### src/rtl/tx_hop_scheduler_if.sv
// tx_hop_scheduler_if
//   Groups the slot-table configuration port, the schedule control inputs and
//   the TX-core facing outputs of tx_hop_scheduler.
//   master : driver side (controller / testbench) - drives start/stop/cfg_*
//   slave  : scheduler side - drives cfg_ready, output_select, dds_phase_inc*,
//            slot_index, slot_strobe, busy, done
//   NUMBER_OF_SLOTS and DWELL_WIDTH must match the scheduler instance.
interface tx_hop_scheduler_if #(
  parameter int unsigned NUMBER_OF_SLOTS = 8,
  parameter int unsigned DWELL_WIDTH     = 16
);
  localparam int unsigned IW = $clog2(NUMBER_OF_SLOTS);

  logic                   start;
  logic                   stop;
  logic [IW-1:0]          num_slots;
  logic                   cfg_wr_en;
  logic [IW-1:0]          cfg_addr;
  logic [2:0]             cfg_sel;
  logic [15:0]            cfg_phase_inc;
  logic [DWELL_WIDTH-1:0] cfg_dwell;

  logic                   cfg_ready;
  logic [2:0]             output_select;
  logic [15:0]            dds_phase_inc1;
  logic [15:0]            dds_phase_inc2;
  logic [15:0]            dds_phase_inc3;
  logic [IW-1:0]          slot_index;
  logic                   slot_strobe;
  logic                   busy;
  logic                   done;

  modport master (
    output start, stop, num_slots, cfg_wr_en, cfg_addr, cfg_sel, cfg_phase_inc, cfg_dwell,
    input  cfg_ready, output_select, dds_phase_inc1, dds_phase_inc2, dds_phase_inc3,
           slot_index, slot_strobe, busy, done
  );

  modport slave (
    input  start, stop, num_slots, cfg_wr_en, cfg_addr, cfg_sel, cfg_phase_inc, cfg_dwell,
    output cfg_ready, output_select, dds_phase_inc1, dds_phase_inc2, dds_phase_inc3,
           slot_index, slot_strobe, busy, done
  );
endinterface

### src/rtl/tx_hop_scheduler.sv
// tx_hop_scheduler
//   Frequency-hop slot scheduler. A slot table (sel, phase_inc, dwell) is
//   written while idle; on start the slots 0..num_slots are played out, each
//   for max(dwell,1) cycles, driving output_select and the DDS increment of
//   the channel the slot's sel maps to (1,4->inc1; 2,5->inc2; 3,6->inc3).
// Ports
//   clock : rising-edge clock
//   reset : synchronous active-high reset (clears state and slot table)
//   bus   : tx_hop_scheduler_if.slave (control, table write, TX outputs)
// Build option
//   TX_HOP_SCHED_LOOP_EN : when defined the schedule wraps from the last
//   slot back to slot 0 and runs until stop; otherwise it ends after the
//   last slot with a done pulse.
module tx_hop_scheduler #(
  parameter int unsigned NUMBER_OF_SLOTS = 8,
  parameter int unsigned DWELL_WIDTH     = 16
) (
  input logic             clock,
  input logic             reset,
  tx_hop_scheduler_if.slave bus
);
  localparam int unsigned IW = $clog2(NUMBER_OF_SLOTS);

  typedef enum logic [1:0] {S_IDLE, S_LOAD, S_RUN} state_t;

  state_t                 state_q, state_d;
  logic [IW-1:0]          num_q, num_d;
  logic [IW-1:0]          idx_q, idx_d;
  logic [DWELL_WIDTH-1:0] cnt_q, cnt_d;
  logic [2:0]             sel_q, sel_d;
  logic [15:0]            inc1_q, inc1_d;
  logic [15:0]            inc2_q, inc2_d;
  logic [15:0]            inc3_q, inc3_d;
  logic                   strobe_q, strobe_d;
  logic                   done_q, done_d;
  logic                   busy_q, rdy_q;

  logic [2:0]             tbl_sel_q [NUMBER_OF_SLOTS];
  logic [15:0]            tbl_inc_q [NUMBER_OF_SLOTS];
  logic [DWELL_WIDTH-1:0] tbl_dw_q  [NUMBER_OF_SLOTS];

  // Slot 0 is captured when start is accepted, so a table write landing on
  // the same edge as start cannot leak into the first slot of that run.
  logic [2:0]             s0_sel_q;
  logic [15:0]            s0_inc_q;
  logic [DWELL_WIDTH-1:0] s0_dw_q;

  logic                   accept;
  logic                   load;
  logic [IW-1:0]          nidx;
  logic [2:0]             esel;
  logic [15:0]            einc;
  logic [DWELL_WIDTH-1:0] edw;

  always_ff @(posedge clock) begin
    if (reset) state_q <= S_IDLE;
    else       state_q <= state_d;
  end

  always_comb begin
    state_d  = state_q;
    num_d    = num_q;
    idx_d    = idx_q;
    cnt_d    = cnt_q;
    sel_d    = sel_q;
    inc1_d   = inc1_q;
    inc2_d   = inc2_q;
    inc3_d   = inc3_q;
    strobe_d = 1'b0;
    done_d   = 1'b0;
    accept   = 1'b0;
    load     = 1'b0;
    nidx     = '0;

    case (state_q)
      S_IDLE: begin
        if (bus.start && !bus.stop) begin
          accept  = 1'b1;
          state_d = S_LOAD;
          num_d   = bus.num_slots;
        end
      end
      S_LOAD: begin
        if (bus.stop) begin
          state_d = S_IDLE;
          done_d  = 1'b1;
        end else begin
          state_d = S_RUN;
          load    = 1'b1;
        end
      end
      S_RUN: begin
        if (bus.stop) begin
          state_d = S_IDLE;
          done_d  = 1'b1;
        end else if (cnt_q == '0) begin
          if (idx_q == num_q) begin
`ifdef TX_HOP_SCHED_LOOP_EN
            load = 1'b1;
`else
            state_d = S_IDLE;
            done_d  = 1'b1;
`endif
          end else begin
            load = 1'b1;
            nidx = idx_q + IW'(1);
          end
        end else begin
          cnt_d = cnt_q - DWELL_WIDTH'(1);
        end
      end
      default: state_d = S_IDLE;
    endcase

    if (nidx == '0) begin
      esel = s0_sel_q;
      einc = s0_inc_q;
      edw  = s0_dw_q;
    end else begin
      esel = tbl_sel_q[nidx];
      einc = tbl_inc_q[nidx];
      edw  = tbl_dw_q[nidx];
    end

    if (load) begin
      idx_d    = nidx;
      sel_d    = esel;
      strobe_d = 1'b1;
      // Counter holds remaining cycles after this one; dwell 0 acts as 1.
      cnt_d    = (edw == '0) ? '0 : edw - DWELL_WIDTH'(1);
      case (esel)
        3'd1, 3'd4: inc1_d = einc;
        3'd2, 3'd5: inc2_d = einc;
        3'd3, 3'd6: inc3_d = einc;
        default: ;
      endcase
    end
  end

  always_ff @(posedge clock) begin
    if (reset) begin
      num_q    <= '0;
      idx_q    <= '0;
      cnt_q    <= '0;
      sel_q    <= 3'd1;
      inc1_q   <= '0;
      inc2_q   <= '0;
      inc3_q   <= '0;
      strobe_q <= 1'b0;
      done_q   <= 1'b0;
      busy_q   <= 1'b0;
      rdy_q    <= 1'b1;
      s0_sel_q <= '0;
      s0_inc_q <= '0;
      s0_dw_q  <= '0;
      for (int unsigned i = 0; i < NUMBER_OF_SLOTS; i++) begin
        tbl_sel_q[i] <= '0;
        tbl_inc_q[i] <= '0;
        tbl_dw_q[i]  <= '0;
      end
    end else begin
      num_q    <= num_d;
      idx_q    <= idx_d;
      cnt_q    <= cnt_d;
      sel_q    <= sel_d;
      inc1_q   <= inc1_d;
      inc2_q   <= inc2_d;
      inc3_q   <= inc3_d;
      strobe_q <= strobe_d;
      done_q   <= done_d;
      busy_q   <= (state_d != S_IDLE);
      rdy_q    <= (state_d == S_IDLE);
      if (accept) begin
        s0_sel_q <= tbl_sel_q[0];
        s0_inc_q <= tbl_inc_q[0];
        s0_dw_q  <= tbl_dw_q[0];
      end
      if (state_q == S_IDLE && bus.cfg_wr_en) begin
        tbl_sel_q[bus.cfg_addr] <= bus.cfg_sel;
        tbl_inc_q[bus.cfg_addr] <= bus.cfg_phase_inc;
        tbl_dw_q[bus.cfg_addr]  <= bus.cfg_dwell;
      end
    end
  end

  assign bus.cfg_ready      = rdy_q;
  assign bus.output_select  = sel_q;
  assign bus.dds_phase_inc1 = inc1_q;
  assign bus.dds_phase_inc2 = inc2_q;
  assign bus.dds_phase_inc3 = inc3_q;
  assign bus.slot_index     = idx_q;
  assign bus.slot_strobe    = strobe_q;
  assign bus.busy           = busy_q;
  assign bus.done           = done_q;
endmodule
### src/flat_wrapper.sv
// flat-port wrapper written by rule: the top's interface ports become plain ports
module tx_hop_scheduler_flat 
#(
  parameter int unsigned NUMBER_OF_SLOTS = 8,
  parameter int unsigned DWELL_WIDTH     = 16
)
  (clock, reset, bus_start, bus_stop, bus_num_slots, bus_cfg_wr_en, bus_cfg_addr, bus_cfg_sel, bus_cfg_phase_inc, bus_cfg_dwell, bus_cfg_ready, bus_output_select, bus_dds_phase_inc1, bus_dds_phase_inc2, bus_dds_phase_inc3, bus_slot_index, bus_slot_strobe, bus_busy, bus_done);
  tx_hop_scheduler_if #(.NUMBER_OF_SLOTS(NUMBER_OF_SLOTS), .DWELL_WIDTH(DWELL_WIDTH)) bus_i ();
  input logic clock;
  input logic reset;
  input wire logic [$bits(bus_i.start)-1:0] bus_start;
  input wire logic [$bits(bus_i.stop)-1:0] bus_stop;
  input wire logic [$bits(bus_i.num_slots)-1:0] bus_num_slots;
  input wire logic [$bits(bus_i.cfg_wr_en)-1:0] bus_cfg_wr_en;
  input wire logic [$bits(bus_i.cfg_addr)-1:0] bus_cfg_addr;
  input wire logic [$bits(bus_i.cfg_sel)-1:0] bus_cfg_sel;
  input wire logic [$bits(bus_i.cfg_phase_inc)-1:0] bus_cfg_phase_inc;
  input wire logic [$bits(bus_i.cfg_dwell)-1:0] bus_cfg_dwell;
  output wire logic [$bits(bus_i.cfg_ready)-1:0] bus_cfg_ready;
  output wire logic [$bits(bus_i.output_select)-1:0] bus_output_select;
  output wire logic [$bits(bus_i.dds_phase_inc1)-1:0] bus_dds_phase_inc1;
  output wire logic [$bits(bus_i.dds_phase_inc2)-1:0] bus_dds_phase_inc2;
  output wire logic [$bits(bus_i.dds_phase_inc3)-1:0] bus_dds_phase_inc3;
  output wire logic [$bits(bus_i.slot_index)-1:0] bus_slot_index;
  output wire logic [$bits(bus_i.slot_strobe)-1:0] bus_slot_strobe;
  output wire logic [$bits(bus_i.busy)-1:0] bus_busy;
  output wire logic [$bits(bus_i.done)-1:0] bus_done;
  assign bus_i.start = bus_start;
  assign bus_i.stop = bus_stop;
  assign bus_i.num_slots = bus_num_slots;
  assign bus_i.cfg_wr_en = bus_cfg_wr_en;
  assign bus_i.cfg_addr = bus_cfg_addr;
  assign bus_i.cfg_sel = bus_cfg_sel;
  assign bus_i.cfg_phase_inc = bus_cfg_phase_inc;
  assign bus_i.cfg_dwell = bus_cfg_dwell;
  assign bus_cfg_ready = bus_i.cfg_ready;
  assign bus_output_select = bus_i.output_select;
  assign bus_dds_phase_inc1 = bus_i.dds_phase_inc1;
  assign bus_dds_phase_inc2 = bus_i.dds_phase_inc2;
  assign bus_dds_phase_inc3 = bus_i.dds_phase_inc3;
  assign bus_slot_index = bus_i.slot_index;
  assign bus_slot_strobe = bus_i.slot_strobe;
  assign bus_busy = bus_i.busy;
  assign bus_done = bus_i.done;
  tx_hop_scheduler #(.NUMBER_OF_SLOTS(NUMBER_OF_SLOTS), .DWELL_WIDTH(DWELL_WIDTH)) u_core (.clock(clock), .reset(reset), .bus(bus_i));
endmodule
### config.mk
export PLATFORM = sky130hd
export DESIGN_NAME = tx_hop_scheduler_flat
export DESIGN_NICKNAME = d
export VERILOG_FILES = /design/src/rtl/tx_hop_scheduler_if.sv /design/src/rtl/tx_hop_scheduler.sv /design/src/flat_wrapper.sv
export SDC_FILE = /design/constraint.sdc
export NUM_CORES = 1
export LEC_CHECK = 0
export BUFFER_PORTS_ARGS = -buffer_cell sky130_fd_sc_hd__buf_2
export CAP_MARGIN = 10
export CORE_UTILIZATION = 60
export CTS_CLUSTER_SIZE = 25
export DETAILED_ROUTE_END_ITERATION = 8
export HOLD_SLACK_MARGIN = 0.02
export PLACE_DENSITY = 0.85
export SLEW_MARGIN = 15
export SYNTH_ARGS = -nofsm -noshare
export SYNTH_HDL_FRONTEND = slang
export SYNTH_SLANG_ARGS = --single-unit
### constraint.sdc
create_clock -name clock -period 5.15 [get_ports clock]
set_input_delay 0.2575 -clock clock [delete_from_list [all_inputs] [get_ports clock]]
set_output_delay 0.2575 -clock clock [all_outputs]
set_load 0.01 [all_outputs]
## Yosys cells after proc, flatten, opt, wreduce, memory -nomap -nowiden

Memory sizes are Yosys's and may differ from the RTL's. A register that Yosys moved wholly into a read port is not among the register bits.
Index checks and enable logic that the tools add are counted.

| storage, ports and cells | value |
|---|---|
| bits in registers | 79 |
| bits in writable memories | 280 |
| bits of input ports | 46 |
| output and inout port bits | 58 |
| word-level logic and storage cells | 95 |
| memories | 3 |

Memory list:

| memory | depth | width | rd ports | clocked after memory_dff | write ports | RTL line | source |
|---|---|---|---|---|---|---|---|
| u_core.tbl_dw_q | 8 | 16 | 2 | 1 | 8 | tx_hop_scheduler.sv:40 | `logic [DWELL_WIDTH-1:0] tbl_dw_q [NUMBER_OF_SLOTS];` |
| u_core.tbl_inc_q | 8 | 16 | 2 | 1 | 8 | tx_hop_scheduler.sv:39 | `logic [15:0] tbl_inc_q [NUMBER_OF_SLOTS];` |
| u_core.tbl_sel_q | 8 | 3 | 2 | 1 | 8 | tx_hop_scheduler.sv:38 | `logic [2:0] tbl_sel_q [NUMBER_OF_SLOTS];` |

| operators by class | value |
|---|---|
| add/subtract/negate cells | 3 |
| equal/unequal tests | 11 |
| mux-type cells | 45 |
| reduce and logical (&&, ||, !) cells | 21 |

Operators by type and width:

| cell | number |
|---|---|
| 16-bit two-way mux | 9 |
| 16-bit zero test | 2 |
| 16-bit OR reduction | 2 |
| 16-bit by 1-bit subtractor with 16-bit output (second input constant) | 2 |
| 3-bit two-way mux | 9 |
| 1-bit two-way mux | 19 |
| 2-bit two-way mux | 5 |
| 3-bit == test (second input constant) | 3 |
| 2-bit AND reduction | 4 |
| 3-bit by 2-bit == test with 1-bit output (second input constant) | 2 |
| 2-bit case mux with 3 select lines | 1 |
| 2-bit OR reduction | 3 |
| 2-bit zero test | 2 |
| 2-bit by 1-bit inequality test with 1-bit output (second input constant) | 2 |
| 1-bit case mux with 2 select lines | 2 |
| 2-bit nonzero test | 2 |
| 3-bit by 1-bit adder with 3-bit output (second input constant) | 1 |
| 3-bit by 1-bit == test with 1-bit output (second input constant) | 1 |
| 3-bit == test | 1 |
| 3-bit zero test | 1 |
| 3-bit AND reduction | 1 |
| 3-bit OR reduction | 1 |
| 2-bit by 1-bit == test with 1-bit output (second input constant) | 1 |
| 2-bit == test (second input constant) | 1 |
| 2 further kinds | 3 |

## Longest topological paths before layout

| depth | value |
|---|---|
| depth after elaboration | 10 |
| gate-level depth with buffers | 19 |
| depth with buffers taken out | 16 |

## Least setup slack after synthesis

No wires, ideal clock.

| timing path | value |
|---|---|
| path kind | reg2reg |
| start | register u_core.state_q[0] |
| end | register u_core.cnt_q[0] |
| setup time | 0.137 ns |
| data arrival time | 3.614 ns |
| data required time | 5.013 ns |
| path slack | 1.399 ns |
| stages on the path, launching flop included | 19 |
| path buffers | 3 |
| clock period less this slack | 3.751 ns |
| path through | dfxtp_1 -> inv_1 -> ha_1 -> nor4b_4 -> nand4_1 -> nor4_4 -> buf_4 -> buf_4 -> mux2i_1 -> a21o_1 -> ha_1 -> inv_1 -> a211o_1 -> nand4b_1 -> nor2_1 -> nand3b_1 -> buf_2 -> a21oi_1 -> a211oi_1 |

| on the way | value |
|---|---|
| longest elaborated chain between the ends | 7 |
| elaborated cells between the ends (all ways) | 15 |
| classes of those cells | add/sub: 1; eq/ne: 4; mux: 5; reduce/logical: 4; memory: 1 |

RTL lines:

| what | RTL line | source |
|---|---|---|
| start, declared | tx_hop_scheduler.sv:26 | `state_t state_q, state_d;` |
| start signal, assigned | tx_hop_scheduler.sv:57 | `else state_q <= state_d;` |
| 2-bit == test | tx_hop_scheduler.sv:75 | `case (state_q)` |
| 3-bit two-way mux | tx_hop_scheduler.sv:75 |  |
| memory read 8 x 16 bit / 3-bit zero test (equally long branches) | -- |  |
| 16-bit two-way mux | tx_hop_scheduler.sv:115 | `if (nidx == '0) begin` |
| 16-bit by 1-bit subtractor with 16-bit output / 16-bit zero test (equally long branches) | tx_hop_scheduler.sv:130 | `cnt_d = (edw == '0) ? '0 : edw - DWELL_WIDTH'(1);` |
| 16-bit two-way mux | tx_hop_scheduler.sv:130 |  |
| 16-bit two-way mux | tx_hop_scheduler.sv:125 | `if (load) begin` |
| end signal, assigned | tx_hop_scheduler.sv:164 | `cnt_q <= cnt_d;` |
| end, declared | tx_hop_scheduler.sv:29 | `logic [DWELL_WIDTH-1:0] cnt_q, cnt_d;` |

Parallel ways exist; a longest one is shown, timed or not.
A chain may end at the register's enable or synchronous reset.

## Final worst setup path

| timing path | value |
|---|---|
| start | register u_core.state_q[0] |
| end | register u_core.cnt_q[11] |

Same word-level chain as after synthesis.

==> flow_summary.yaml <==
cts:
  cts_buffers: 39
  post_cts_resized: 0
  cts_tree: "yes"
  path_clk_slew_ns: 0.07
  htree_levels: 2
  clock_path_buffers: 3
  post-cts-setup-buffers: 0
  cts-root-buf: "clkbuf_16"
  worstSkewPairLatency_ns: 0.54
  cts.sinks: 394
synthesis:
  async_reset_ff_frac: 0
  syn-cell-area_sq_mm: 0.01800
  synth-seq-cells: 394
  synthesis.instances: 1545
  synth_nets: 1599
  synth_edf_count: 280
  synth_cell_type_count: 77
  yosys_warnings: 0
  seq_area_frac_synth: 0.5940
  synth_ff_type: "edfxtp_1"
  synth.avg_cell_area_sq_um: 11.65
cells_and_area:
  layoutNonFillerInstCount: 2054
  fin_util: 0.6876
  nets: 1684
  drive_gt1_frac: 0.1607
  area_delta_synth_final_pct: 12.93
  seq_area_sq_mm: 0.01069
  fillerInstances: 2063
  multi_input_area_sq_mm: 0.006889
placement:
  dp_hpwl_um: 28290
  dpl.cell_count: 1975
  place.port_buffers: 103
  gp_congestion: 0.9287
status:
  status: "finished, final reports clean"
critical_path:
  r2r_cells: 13
  rr_startpoint: "u_core.state_q[0]"
  cp-end-kind: "flip-flop"
  cp-startpoint: "u_core.state_q[0]"
  timing.rr.end: "u_core.cnt_q[11]"
  required_ns: 5.56
  critPathMaxFanout: 48
  endpoint: "u_core.cnt_q[11]"
  start_kind: "flip-flop"
  crit_type: "reg -> reg"
  ff2ff_setup_slack_ns: 0.53
  worstPathArrival_ns: 5.03
die:
  rows: 63
  die_w_um: 175.2
  core_sq_mm: 0.02956
  die_h_um: 175.2
  start_util: 0.6088
  dieArea_sq_mm: 0.03069
  ios: 104
timing:
  post-route-period-util: 0.8968
  grt_setup_unrepaired: "false"
  worst_pin_slew_ns: 1.204
  setup_viol: 0
  finalHoldViolations: 0
  tns_ns: 0
  fin_crit_ns: 4.619
  fmax_mhz: 216.5
  maxSlewViolCount: 0
  fin_skew_ns: 0.01308
  slew_headroom: 0.1973
global_route:
  grt_first_pass_wirelength_um: 74070
  grt.total_usage: 0.3204
  grt_pass1_vias: 12900
  grt_start_max_net_pins: 68
  grt.overflow.total: 0
  antenna_found_initial: 2
route:
  dr.pass1.iters: 5
  wl_per_cell_um: 24.02
  drtIter0Drc: 1551
  vias: 13010
  viasPerCell: 6.333
  drc: 0
  final_antenna_net_count: 0
  routed_wl_um: 49340
pwr:
  peakVddDrop_mv: 0.1993
  netSwitchingPower_mw: 1.596
  pwr-share-comb: 0.067
  p_leak_nw: 7.970
  power.share.clock: 0.432
  switching_share: 0.2252
  internal_power_mw: 5.491
  p_per_area_mw_per_mm2: 348.7
  seqPwrFrac: 0.502
job:
  maxCapViolations: 0
worst_hold_path:
  hp-class: "in -> reg"
worst min-delay path by stage:
stage	from	endpoint	slack, ns	cells after the start
3_3_place_gp	u_core.s0_inc_q[0]	u_core.s0_inc_q[0]	0.44	2
6_report	bus_stop	u_core.bus.done	0.07	3
4_1_cts	bus_stop	u_core.bus.done	0.06	3
2_1_floorplan	reset	u_core.state_q[0]	0.35	1
5_1_grt	bus_stop	u_core.bus.done	0.10	3
3_5_place_dp	u_core.s0_sel_q[1]	u_core.s0_sel_q[1]	0.45	2
worst max-delay path: stages (launching register included):
cell and delay (ns):
dfxtp_1 0.34, inv_1 0.12, ha_1 0.26, nor4b_4 0.40, nand4_1 0.41, nor4_4 0.36, buf_4 0.64, a21oi_1 0.16
a21oi_1 0.42, nand4b_1 0.22, nor2_1 0.26, nand3b_1 0.39, o21bai_1 0.41, a211oi_1 0.08
area by class of cell:
class,count,share of cell area
well taps,390,0.02401
diodes,3,0.0003694
flip-flops and latches,394,0.5262
clock buffers,53,0.05522
repair buffers,140,0.04014
multi-input cells,1043,0.3390
inverters,12,0.002216
clock inverters,19,0.01293
layer usage:
layer  share of wire  vias to the layer above  global-route usage  wire [um]
li1                -                     5669                   -          -
met1            0.39                     6304              0.4368      19300
met2            0.46                      904              0.5051      22930
met3            0.11                      130             0.06919       5651
met4           0.029                        2              0.1207       1439
met5         0.00018                        -                   0          9
metrics by stage:
stage               setup slack (ns)  hold slack [ns]  area, sq um  power [mW]
finish                        0.5313          0.06509        20320       7.087
global route                  0.1722           0.1029        20320       7.239
CTS                           0.6823          0.05972        20300       7.072
detailed placement            0.7650           0.4476        18880       4.068
global placement              0.9210           0.4415        18880       4.049
floorplan                      1.399           0.3524        18000       3.879
power groups by stage:
stage               registers (mW)  logic, mW  clock network, mW
finish                        3.56      0.472               3.06
global route                  3.56      0.499               3.18
CTS                           3.55      0.456               3.06
detailed placement            3.62      0.448                  0
global placement              3.61      0.439                  0
floorplan                     3.60      0.276                  0
flip-flops by register name, indices dropped and copies added, names as in the netlist, 2 cells and up:
register / count
u_core.bus.dds_phase_inc1: 16
u_core.tbl_inc_q: 128
u_core.bus.dds_phase_inc2: 16
u_core.tbl_dw_q: 128
u_core.cnt_q: 16
u_core.state_q: 2
u_core.num_q: 3
u_core.bus.slot_index: 3
u_core.tbl_sel_q: 24
u_core.bus.output_select: 3
u_core.s0_sel_q: 3
u_core.s0_inc_q: 16
u_core.s0_dw_q: 16
u_core.bus.dds_phase_inc3: 16
cell families after synthesis:
kind of cell               synth area share
AOI/OAI and AO/OA                   0.06591
xor gates and xnor gates            0.01543
adders and majority gates          0.005562
buffers and inverters               0.02607
DFF                                  0.5940
muxes                               0.08398
and+or+nand+nor                      0.2091
cell usage after synthesis, types with 4 or more instances:
cell,count,area share
a2111oi_0,4,0.0019
a211o_1,4,0.0019
a211oi_1,11,0.0046
a21oi_1,85,0.024
a221oi_1,15,0.0073
a22oi_1,5,0.0021
a41oi_1,7,0.0034
and2_1,285,0.099
and3_1,4,0.0014
and4_1,6,0.0029
buf_1,7,0.0015
buf_2,9,0.0025
buf_4,6,0.0025
clkbuf_1,71,0.015
dfxtp_1,114,0.13
edfxtp_1,280,0.47
ha_1,8,0.0056
inv_1,11,0.0023
mux2i_1,106,0.059
mux4_2,18,0.023
nand2_1,179,0.037
nand2b_1,7,0.0024
nand3_1,37,0.010
nand4_1,12,0.0042
nor2_1,81,0.017
nor2b_1,10,0.0035
nor3_1,19,0.0053
nor4_1,9,0.0031
o21ai_0,18,0.0050
or2_2,14,0.0049
or3_1,6,0.0021
xnor2_1,9,0.0044
xor2_1,19,0.0092
cells in the final DEF, fill, tap and decap left out, types with 11 or more instances in the layout:
cell type,count
and2_1,285
edfxtp_1,280
nand2_1,179
dfxtp_1,113
mux2i_1,106
buf_2,102
a21oi_1,85
nor2_1,74
clkbuf_16,42
nand3_1,37
buf_4,34
xor2_1,19
mux4_2,18
o21ai_0,18
nor3_1,16
a221oi_1,15
or2_2,14
nand4_1,12
inv_1,11
a211oi_1,11
timing repair:
| item | 4_1_cts | 5_1_grt |
|---|---|---|
| setup endpoints to repair | 0 | 0 |
| hold buffers | 3 | 0 |
| hold endpoints to repair | 3 | 0 |
No activity file was read; power rests on OpenSTA's default activity.
